## src/rtl/edu_tpu_pkg.sv

```systemverilog
// Shared edu_tpu constants and the result collector state encoding.
package edu_tpu_pkg;
  localparam int ARRAY_SIZE     = 3;
  localparam int OUT_W          = 16;
  localparam int NUM_RESULTS    = ARRAY_SIZE * ARRAY_SIZE;
  localparam int NUM_WORDS      = (NUM_RESULTS + 1) / 2;
  localparam int COLLECT_CYCLES = 2 * ARRAY_SIZE - 1;

  typedef enum logic [1:0] {
    IDLE    = 2'd0,
    COLLECT = 2'd1,
    DRAIN   = 2'd2
  } state_e;
endpackage

```

## src/rtl/sysa_result_packer.sv

```systemverilog
// Packs buffer entries {2k+1, 2k} into one 32-bit word; the odd tail is zero-padded.
module sysa_result_packer #(
  parameter int NRES  = 9,
  parameter int OUT_W = 16,
  parameter int KW    = 3
) (
  input  logic [NRES*OUT_W-1:0] i_buf,
  input  logic [KW-1:0]         i_k,
  output logic [31:0]           o_word
);
  localparam int NWORDS = (NRES + 1) / 2;

  logic [31:0] w_words [NWORDS];

  for (genvar w = 0; w < NWORDS; w++) begin : g_word
    if (2*w + 1 < NRES) begin : g_pair
      assign w_words[w] = {i_buf[(2*w+1)*OUT_W +: OUT_W], i_buf[2*w*OUT_W +: OUT_W]};
    end else begin : g_tail
      assign w_words[w] = {{(32-OUT_W){1'b0}}, i_buf[2*w*OUT_W +: OUT_W]};
    end
  end

  // Indices past the last word select zero.
  always_comb begin
    o_word = '0;
    for (int w = 0; w < NWORDS; w++)
      if (i_k == KW'(w)) o_word = w_words[w];
  end
endmodule

```

## src/rtl/sysa_result_collector.sv

```systemverilog
// De-skews systolic array column outputs into an NxN buffer and drains it as 32-bit words.
// Optional: define COLLECTOR_RELU_EN to clamp negative results to 0 at capture.
module sysa_result_collector #(
  parameter int ARRAY_SIZE = edu_tpu_pkg::ARRAY_SIZE,
  parameter int OUT_W      = edu_tpu_pkg::OUT_W
) (
  input  logic                        clk,
  input  logic                        rst,
  input  logic                        start,
  input  logic                        in_valid,
  input  logic [ARRAY_SIZE*OUT_W-1:0] col_in,
  output logic [31:0]                 out_data,
  output logic                        out_valid,
  input  logic                        out_ready,
  output logic                        out_last,
  output logic                        busy
);
  import edu_tpu_pkg::state_e;
  import edu_tpu_pkg::IDLE;
  import edu_tpu_pkg::COLLECT;
  import edu_tpu_pkg::DRAIN;

  localparam int N      = ARRAY_SIZE;
  localparam int NRES   = N * N;
  localparam int NWORDS = (NRES + 1) / 2;
  localparam int NCYC   = 2 * N - 1;
  localparam int CW     = $clog2(NCYC + 1);
  localparam int KW     = $clog2(NWORDS + 1);

  state_e                    r_state, w_next;
  logic [CW-1:0]             r_cyc;
  logic [KW-1:0]             r_word, w_pack_k;
  logic [NRES*OUT_W-1:0]     r_buf;
  logic [31:0]               r_out_data, w_packed;
  logic                      r_out_valid, r_out_last;
  logic                      w_capture, w_final, w_hs, w_last_hs;
  logic [N-1:0][OUT_W-1:0]   w_col_val;

  for (genvar c = 0; c < N; c++) begin : g_col
    logic [OUT_W-1:0] w_raw;
    assign w_raw = col_in[c*OUT_W +: OUT_W];
`ifdef COLLECTOR_RELU_EN
    assign w_col_val[c] = w_raw[OUT_W-1] ? '0 : w_raw;
`else
    assign w_col_val[c] = w_raw;
`endif
  end

  always_ff @(posedge clk) begin
    if (rst) r_state <= IDLE;
    else     r_state <= w_next;
  end

  always_comb begin
    w_next = r_state;
    case (r_state)
      IDLE:    if (start)     w_next = COLLECT;
      COLLECT: if (w_final)   w_next = DRAIN;
      DRAIN:   if (w_last_hs) w_next = IDLE;
      default:                w_next = IDLE;
    endcase
  end

  always_comb begin
    busy      = (r_state != IDLE);
    w_capture = (r_state == COLLECT) && in_valid;
    w_final   = w_capture && (r_cyc == CW'(NCYC - 1));
    w_hs      = (r_state == DRAIN) && r_out_valid && out_ready;
    w_last_hs = w_hs && (r_word == KW'(NWORDS - 1));
    // Word 0 is loaded on the DRAIN entry edge; later words are prefetched on each handshake.
    w_pack_k  = (r_state == DRAIN) ? r_word + 1'b1 : '0;
  end

  sysa_result_packer #(
    .NRES  (NRES),
    .OUT_W (OUT_W),
    .KW    (KW)
  ) u_packer (
    .i_buf  (r_buf),
    .i_k    (w_pack_k),
    .o_word (w_packed)
  );

  always_ff @(posedge clk) begin
    if (rst) begin
      r_cyc       <= '0;
      r_word      <= '0;
      r_buf       <= '0;
      r_out_data  <= '0;
      r_out_valid <= 1'b0;
      r_out_last  <= 1'b0;
    end else begin
      if (r_state == IDLE && start) r_cyc <= '0;
      // Column c sees its row r result on valid cycle c+r (array output skew).
      if (w_capture) begin
        r_cyc <= r_cyc + 1'b1;
        for (int c = 0; c < N; c++)
          for (int r = 0; r < N; r++)
            if (r_cyc == CW'(c + r)) r_buf[(c*N + r)*OUT_W +: OUT_W] <= w_col_val[c];
      end
      if (w_final) begin
        r_word      <= '0;
        r_out_data  <= w_packed;
        r_out_valid <= 1'b1;
        r_out_last  <= (NWORDS == 1);
      end else if (w_last_hs) begin
        r_out_valid <= 1'b0;
        r_out_last  <= 1'b0;
      end else if (w_hs) begin
        r_word      <= r_word + 1'b1;
        r_out_data  <= w_packed;
        r_out_last  <= (r_word == KW'(NWORDS - 2));
      end
    end
  end

  assign out_data  = r_out_data;
  assign out_valid = r_out_valid;
  assign out_last  = r_out_last;
endmodule

```

## config.mk

```make
export PLATFORM = sky130hd
export DESIGN_NAME = sysa_result_collector
export DESIGN_NICKNAME = d
export VERILOG_FILES = /design/src/rtl/edu_tpu_pkg.sv /design/src/rtl/sysa_result_packer.sv /design/src/rtl/sysa_result_collector.sv
export SDC_FILE = /design/constraint.sdc
export NUM_CORES = 1
export LEC_CHECK = 0
export ABC_AREA = 1
export CELL_PAD_IN_SITES_DETAIL_PLACEMENT = 2
export CELL_PAD_IN_SITES_GLOBAL_PLACEMENT = 2
export CORE_MARGIN = 2
export CORE_UTILIZATION = 34
export CTS_CLUSTER_SIZE = 10
export DETAILED_ROUTE_END_ITERATION = 8
export MAX_ROUTING_LAYER = met4
export PLACE_DENSITY = 0.81
export SYNTH_ARGS = -nofsm -noshare
export SYNTH_HDL_FRONTEND = slang
export SYNTH_SLANG_ARGS = --single-unit
```

## constraint.sdc

```tcl
create_clock -name clk -period 3.6 [get_ports clk]
set_input_delay 0.54 -clock clk [delete_from_list [all_inputs] [get_ports clk]]
set_output_delay 0.54 -clock clk [all_outputs]
set_load 0.005 [all_outputs]
```

==> impl_metrics.ini, run 1 <==
[pwr]
p_leak_nw = 3.69
power.density_nw_per_um2 = 442
peakVddDrop_mv = 0.226
power.total_mw = 4.27

[synth]
yosys_warnings = 0
avgSynthCellArea_um2 = 7.12
synth_area_leader_cell = dfxtp_1
synth-seq-area-share_pct = 46.5
yosys-top-cells-area = dfxtp_1 46%, nor2_1 11%, o21ai_0 9.1%
syn_area_um2 = 8010
yosys.cell_count.top_type = nor2_1
ys_types = 27
syn_inst = 1126
syn_nets = 1187
ys_seq_elements = 186
ys_top_cells_by_count = 240 x nor2_1, 186 x dfxtp_1, 172 x nand2_1, 145 x o21ai_0, 84 x nand3_1
synth_flop_cell = dfxtp_1
synth_edf_count = 0
async_flop_share_pct = 0
yosysTopAreaCellShare_pct = 46.5

[final_layout]
diodes = 0
num-nets-final = 1235
fill_cells = 2719
final_cells = 1506
final_cell_area_um2 = 9660
area_growth_syn_to_layout_pct = 20.5
drive_gt1_share_pct = 7.58

[worst_setup_path]
cp_data_arrival_time_ns = 3.06
end_kind = flop
rrSetupSlack_ns = 0.93
startpoint_type = flop
crit_fanout = 16
r2r_start = r_word[0]
cp_data_required_time_ns = 3.99
ff2ff_path_depth = 10
path_class = flop to flop
r2r_end = out_data[11]

[routing]
drt-pass1-iter-count = 4
drc = 0
drt_wl_total_mm = 30.2
drt_iter0_markers = 352
avgViaCountPerCell = 5.11
vias = 7696
wl_per_cell_um = 20.0
ant_nets = 0

[clock_network]
holdBufCountCts = 0
cts_root_buf = clkbuf_16
numCtsBuffers = 17
h-tree-depth = 4
cts-resized-gates = 0
clkSinkCount = 186
clkLatencyLatePin_ns = 0.45
clock_path_buffers = 2
cts_setup_buffers = 0
clkTransAtPathRegs_ns = 0.08
cts_tree = done

[grt]
grt_usage_pct = 25.5
overflow = 0
grt_max_degree = 140
grt_pass1_vias = 8132
antenna_found_initial = 0
grt_pass1_wl_mm = 46.4

[placed_design]
dp_slack_ns = 0.752
hpwl_mm = 21.0
io_buffer_count = 87
dp.cells = 1474
postPlaceCellArea_um2 = 9070
gp_congestion = 0.826

[die]
num_io_pins = 88
core_um2 = 23300
num_rows = 56
fp.dieW_um = 158
die-area_um2 = 24800
start_util_pct = 34.3
chipHeight_um = 158

[outcome]
status = finished clean

[worst_hold_path]
min_path_cells = 2
hold_path_class = flop to flop
min_from = r_buf[64]
whs_endpoint = r_buf[64]

[timing]
setup_viol = 0
hold_violations = 0
finalClockSkew_ns = 0.0202
fmax_mhz = 374
rsz0062_at_grt = false
finalWorstSetupSlack_ns = 0.927
min_period_over_period_pct = 74.3
fin_setup_tns_ns = 0
min_period_ns = 2.67
worst_pin_slew_ns = 0.795
final_max_slew_viol_count = 0
relSlewSlack_pct = 46.9

[flow_run]
maxCapViolations = 0
## report_power, final
| group | total (mW) | internal [mW] | switching [mW] |
|---|---|---|---|
| logic | 0.262 | 0.0984 | 0.164 |
| clock network | 1.92 | 1.01 | 0.904 |
| registers | 2.09 | 2.08 | 0.0139 |
## layout by cell type (no fill, tap or decap), types with 11 or more instances in the layout
master	instances
nor2_2	13
clkbuf_16	17
nor2_1	240
nand3b_1	14
clkdlybuf4s50_1	86
inv_1	78
dfxtp_1	186
a21oi_1	76
nand3_1	83
buf_4	11
nand2_1	172
o21ai_0	145
## through the flow
step / hold slack [ns] / util, %
2_1_floorplan: 0.430 / -
3_5_place_dp: 0.450 / 38.9
5_1_grt: 0.488 / 41.4
6_report: 0.458 / 41.4
3_3_place_gp: 0.440 / 38.9
4_1_cts: 0.461 / 41.4
## state kept, by name (all words and copies together) (netlist names)
signal and cells:
r_word 3, r_state 2, r_buf 144, out_data 32, out_valid 1, r_cyc 3, out_last 1
## cells by family after synthesis
family | after synthesis | synth area share, %
adder cells (fa/ha/maj) | 8 | 1.25
AO/OA/AOI/OAI | 230 | 14.7
buffers and inverters | 157 | 8.42
AND/OR/NAND/NOR | 545 | 29.1
flip-flops | 186 | 46.5
## area by class of cell
type                    instances  area [um2]  share of cell area, %
well taps                     319         399                   4.13
repair buffers                101        1010                   10.4
clock buffers                  19         453                   4.69
multi-input cells             783        3620                   37.5
clock inverters                13         131                   1.36
flip-flops and latches        186        3720                   38.6
inverters                      85         320                   3.32
## worst max path at each step
| stage | start | endpoint | cells past startpoint |
|---|---|---|---|
| CTS | r_word[0] | out_data[11] | 10 |
| global placement | in_valid | out_data[0] | 12 |
| finish | r_word[0] | out_data[11] | 10 |
| global route | r_word[0] | out_data[9] | 10 |
| floorplan | r_word[0] | out_data[23] | 13 |
| detailed placement | in_valid | out_data[8] | 12 |
## layer usage
metal | vias to the layer above | part of all wire [%] | GRT usage (%)
met3 | 32 | 3.3 | 3.50
met1 | 3838 | 45 | 32.0
met4 | 0 | 1.7 | 7.32
met2 | 116 | 50 | 43.1
met5 | - | 0 | -
li1 | 3710 | - | -
## worst max-delay path, stage by stage (launching register included)
cell,delay [ns]
dfxtp_1,0.65
inv_1,0.12
ha_1,0.37
nand3_1,0.16
nor2_2,0.21
nand2_1,0.33
inv_2,0.39
nand2_1,0.16
nand3b_1,0.11
nand2_1,0.05
inv_1,0.04
(Power assumes the default switching activity.)
==> inputs of run 2 (changes only) <==
CORE_UTILIZATION = 32   (was 34)
PLACE_DENSITY = 0.77   (was 0.81)
clock period = 2.5 ns   (was 3.6 ns; I/O delays follow)
==> run 2 against run 1 <==
  * Sequential cell count did not move
  * Clock skew is 0.0086 ns lower
  * Setup slack worse by 0.67 ns
  * Critical path type unchanged
  * Largest power group unchanged
  * Largest cell class unchanged
  * Worst hold slack lost 0.029 ns
==> impl_metrics.ini, run 2 (synthesis gave the netlist of run 1 again) <==
[outcome]
status = finished clean

[routing]
ant_nets = 0
wl_per_cell_um = 19.7
avgViaCountPerCell = 5.00
drt_iter0_markers = 400
vias = 7614
drt_wl_total_mm = 30.0
drt-pass1-iter-count = 4
drc = 0

[clock_network]
clkLatencyLatePin_ns = 0.45
h-tree-depth = 4
cts_tree = done
cts_root_buf = clkbuf_16
clock_path_buffers = 2
clkTransAtPathRegs_ns = 0.08
clkSinkCount = 186
numCtsBuffers = 17
holdBufCountCts = 0
cts_setup_buffers = 0
cts-resized-gates = 0

[placed_design]
hpwl_mm = 21.6
io_buffer_count = 87
dp_slack_ns = 0.215
postPlaceCellArea_um2 = 9190
gp_congestion = 0.809

[pwr]
switching_share_pct = 25.6
peakVddDrop_mv = 0.248
power.switching_mw = 1.58
p_leak_nw = 3.74
internal_power_mw = 4.59
power.density_nw_per_um2 = 632
clkPwrFrac_pct = 45.0
p_comb_share_pct = 6.2
pwr-share-seq_pct = 48.8

[timing]
relSlewSlack_pct = 61.8
min_period_ns = 2.24
hold_violations = 0
min_period_over_period_pct = 89.5
fin_setup_tns_ns = 0
worst_pin_slew_ns = 0.573
finalWorstSetupSlack_ns = 0.261
setup_viol = 0
final_max_slew_viol_count = 0
fmax_mhz = 447
finalClockSkew_ns = 0.0116
rsz0062_at_grt = false

[worst_setup_path]
startpoint_type = flop
cp_slowest_cell = dfxtp_1
cpPeakStageDelay_ns = 0.33
crit_fanout = 9
end_kind = flop
cp_data_arrival_time_ns = 2.64
path_class = flop to flop
cp_data_required_time_ns = 2.91
path_cells = ha_1 > ha_1 > inv_1 > nor2_2 > nand2_1 > buf_4 > nor2_1 > nor2_1 > nand3b_1 > nand2_1 > inv_1

[grt]
antenna_found_initial = 0
met2_usage_pct = 40.8
grt_max_degree = 49
top_usage_layer = met2
grt_pass1_vias = 8097
met1_usage_pct = 31.6
use_met3_pct = 2.73
grt_pass1_wl_mm = 47.4
grt_usage_pct = 24.4
overflow = 0

[worst_hold_path]
hold_path_class = primary input to flop

[final_layout]
final_cell_mix = 240 x nor2_1, 186 x dfxtp_1, 172 x nand2_1
fin_util_pct = 40.0
area_growth_syn_to_layout_pct = 22.0
num-nets-final = 1248
largest_reg_flops = 144
final_cell_area_um2 = 9780
layout_commonest_cell = nor2_1
diodes = 0
max_flop_register = r_buf
fill_cells = 2862
drive_gt1_share_pct = 8.58

[die]
fp.dieW_um = 162
num_rows = 57
num_io_pins = 88
die-area_um2 = 26300
start_util_pct = 32.8
core_um2 = 24500
chipHeight_um = 162

[flow_run]
maxCapViolations = 0
-- run 2: cell types whose count changed in the layout (fill, tap and decap cells not counted), sizes merged --
cell / before / now
clkinvlp: 1 / 3
clkinv: 4 / 5
inv: 92 / 89
buf: 15 / 28
-- run 2: worst paths after layout --
check                  start          end  slack, ns  depth (start not counted)
hold / removal           rst    r_buf[96]       0.43                          4
setup reg to reg   r_word[0]  out_data[5]       0.26                         11
setup / recovery   r_word[0]  out_data[5]       0.26                         11
hold reg to reg   r_buf[133]   r_buf[133]       0.45                          2
-- run 2: critical path: cells and delay by family (launching register included) --
| kind | cells | cell delay [ns] |
|---|---|---|
| simple gates | 6 | 0.92 |
| fa+ha+maj | 2 | 0.52 |
| buf+inv | 3 | 0.41 |
| flops | 1 | 0.33 |
-- run 2: stage by stage --
step	cells	power, mW	hold WS, ns
final	1524	6.17	0.428
after global routing	1524	6.39	0.472
after CTS	1524	6.25	0.429
after detailed placement	1492	3.47	0.447
after global placement	1492	3.46	0.439
after floorplan	1126	3.24	0.430
-- run 2: layout make-up --
type,count,area (um2),share of cell area (%)
multi-input cells,783,3620,37.0
well taps,324,405,4.15
repair buffers,114,1120,11.4
clock buffers,19,453,4.63
clock inverters,13,134,1.37
inverters,85,320,3.28
flip-flops and latches,186,3720,38.1
-- run 2: power by group through the flow --
stage,registers (mW),logic [mW],clock network (mW)
after detailed placement,3.08,0.383,0
final,3.01,0.382,2.78
after CTS,3.01,0.387,2.85
after floorplan,3.07,0.168,0
after global placement,3.08,0.378,0
after global routing,3.01,0.420,2.96
-- run 2: per-layer routing --
layer  vias up  share of wire, %
li1       3722                 -
met1      3767                47
met2       101                49
met3        24               2.5
met4         0               1.3
met5         -                 0
==> inputs of run 3 (changes only) <==
CTS_CLUSTER_SIZE = 14   (was 10)
==> results of run 3 <==
The final DEF is identical to that of run 2; final timing and power are the same.
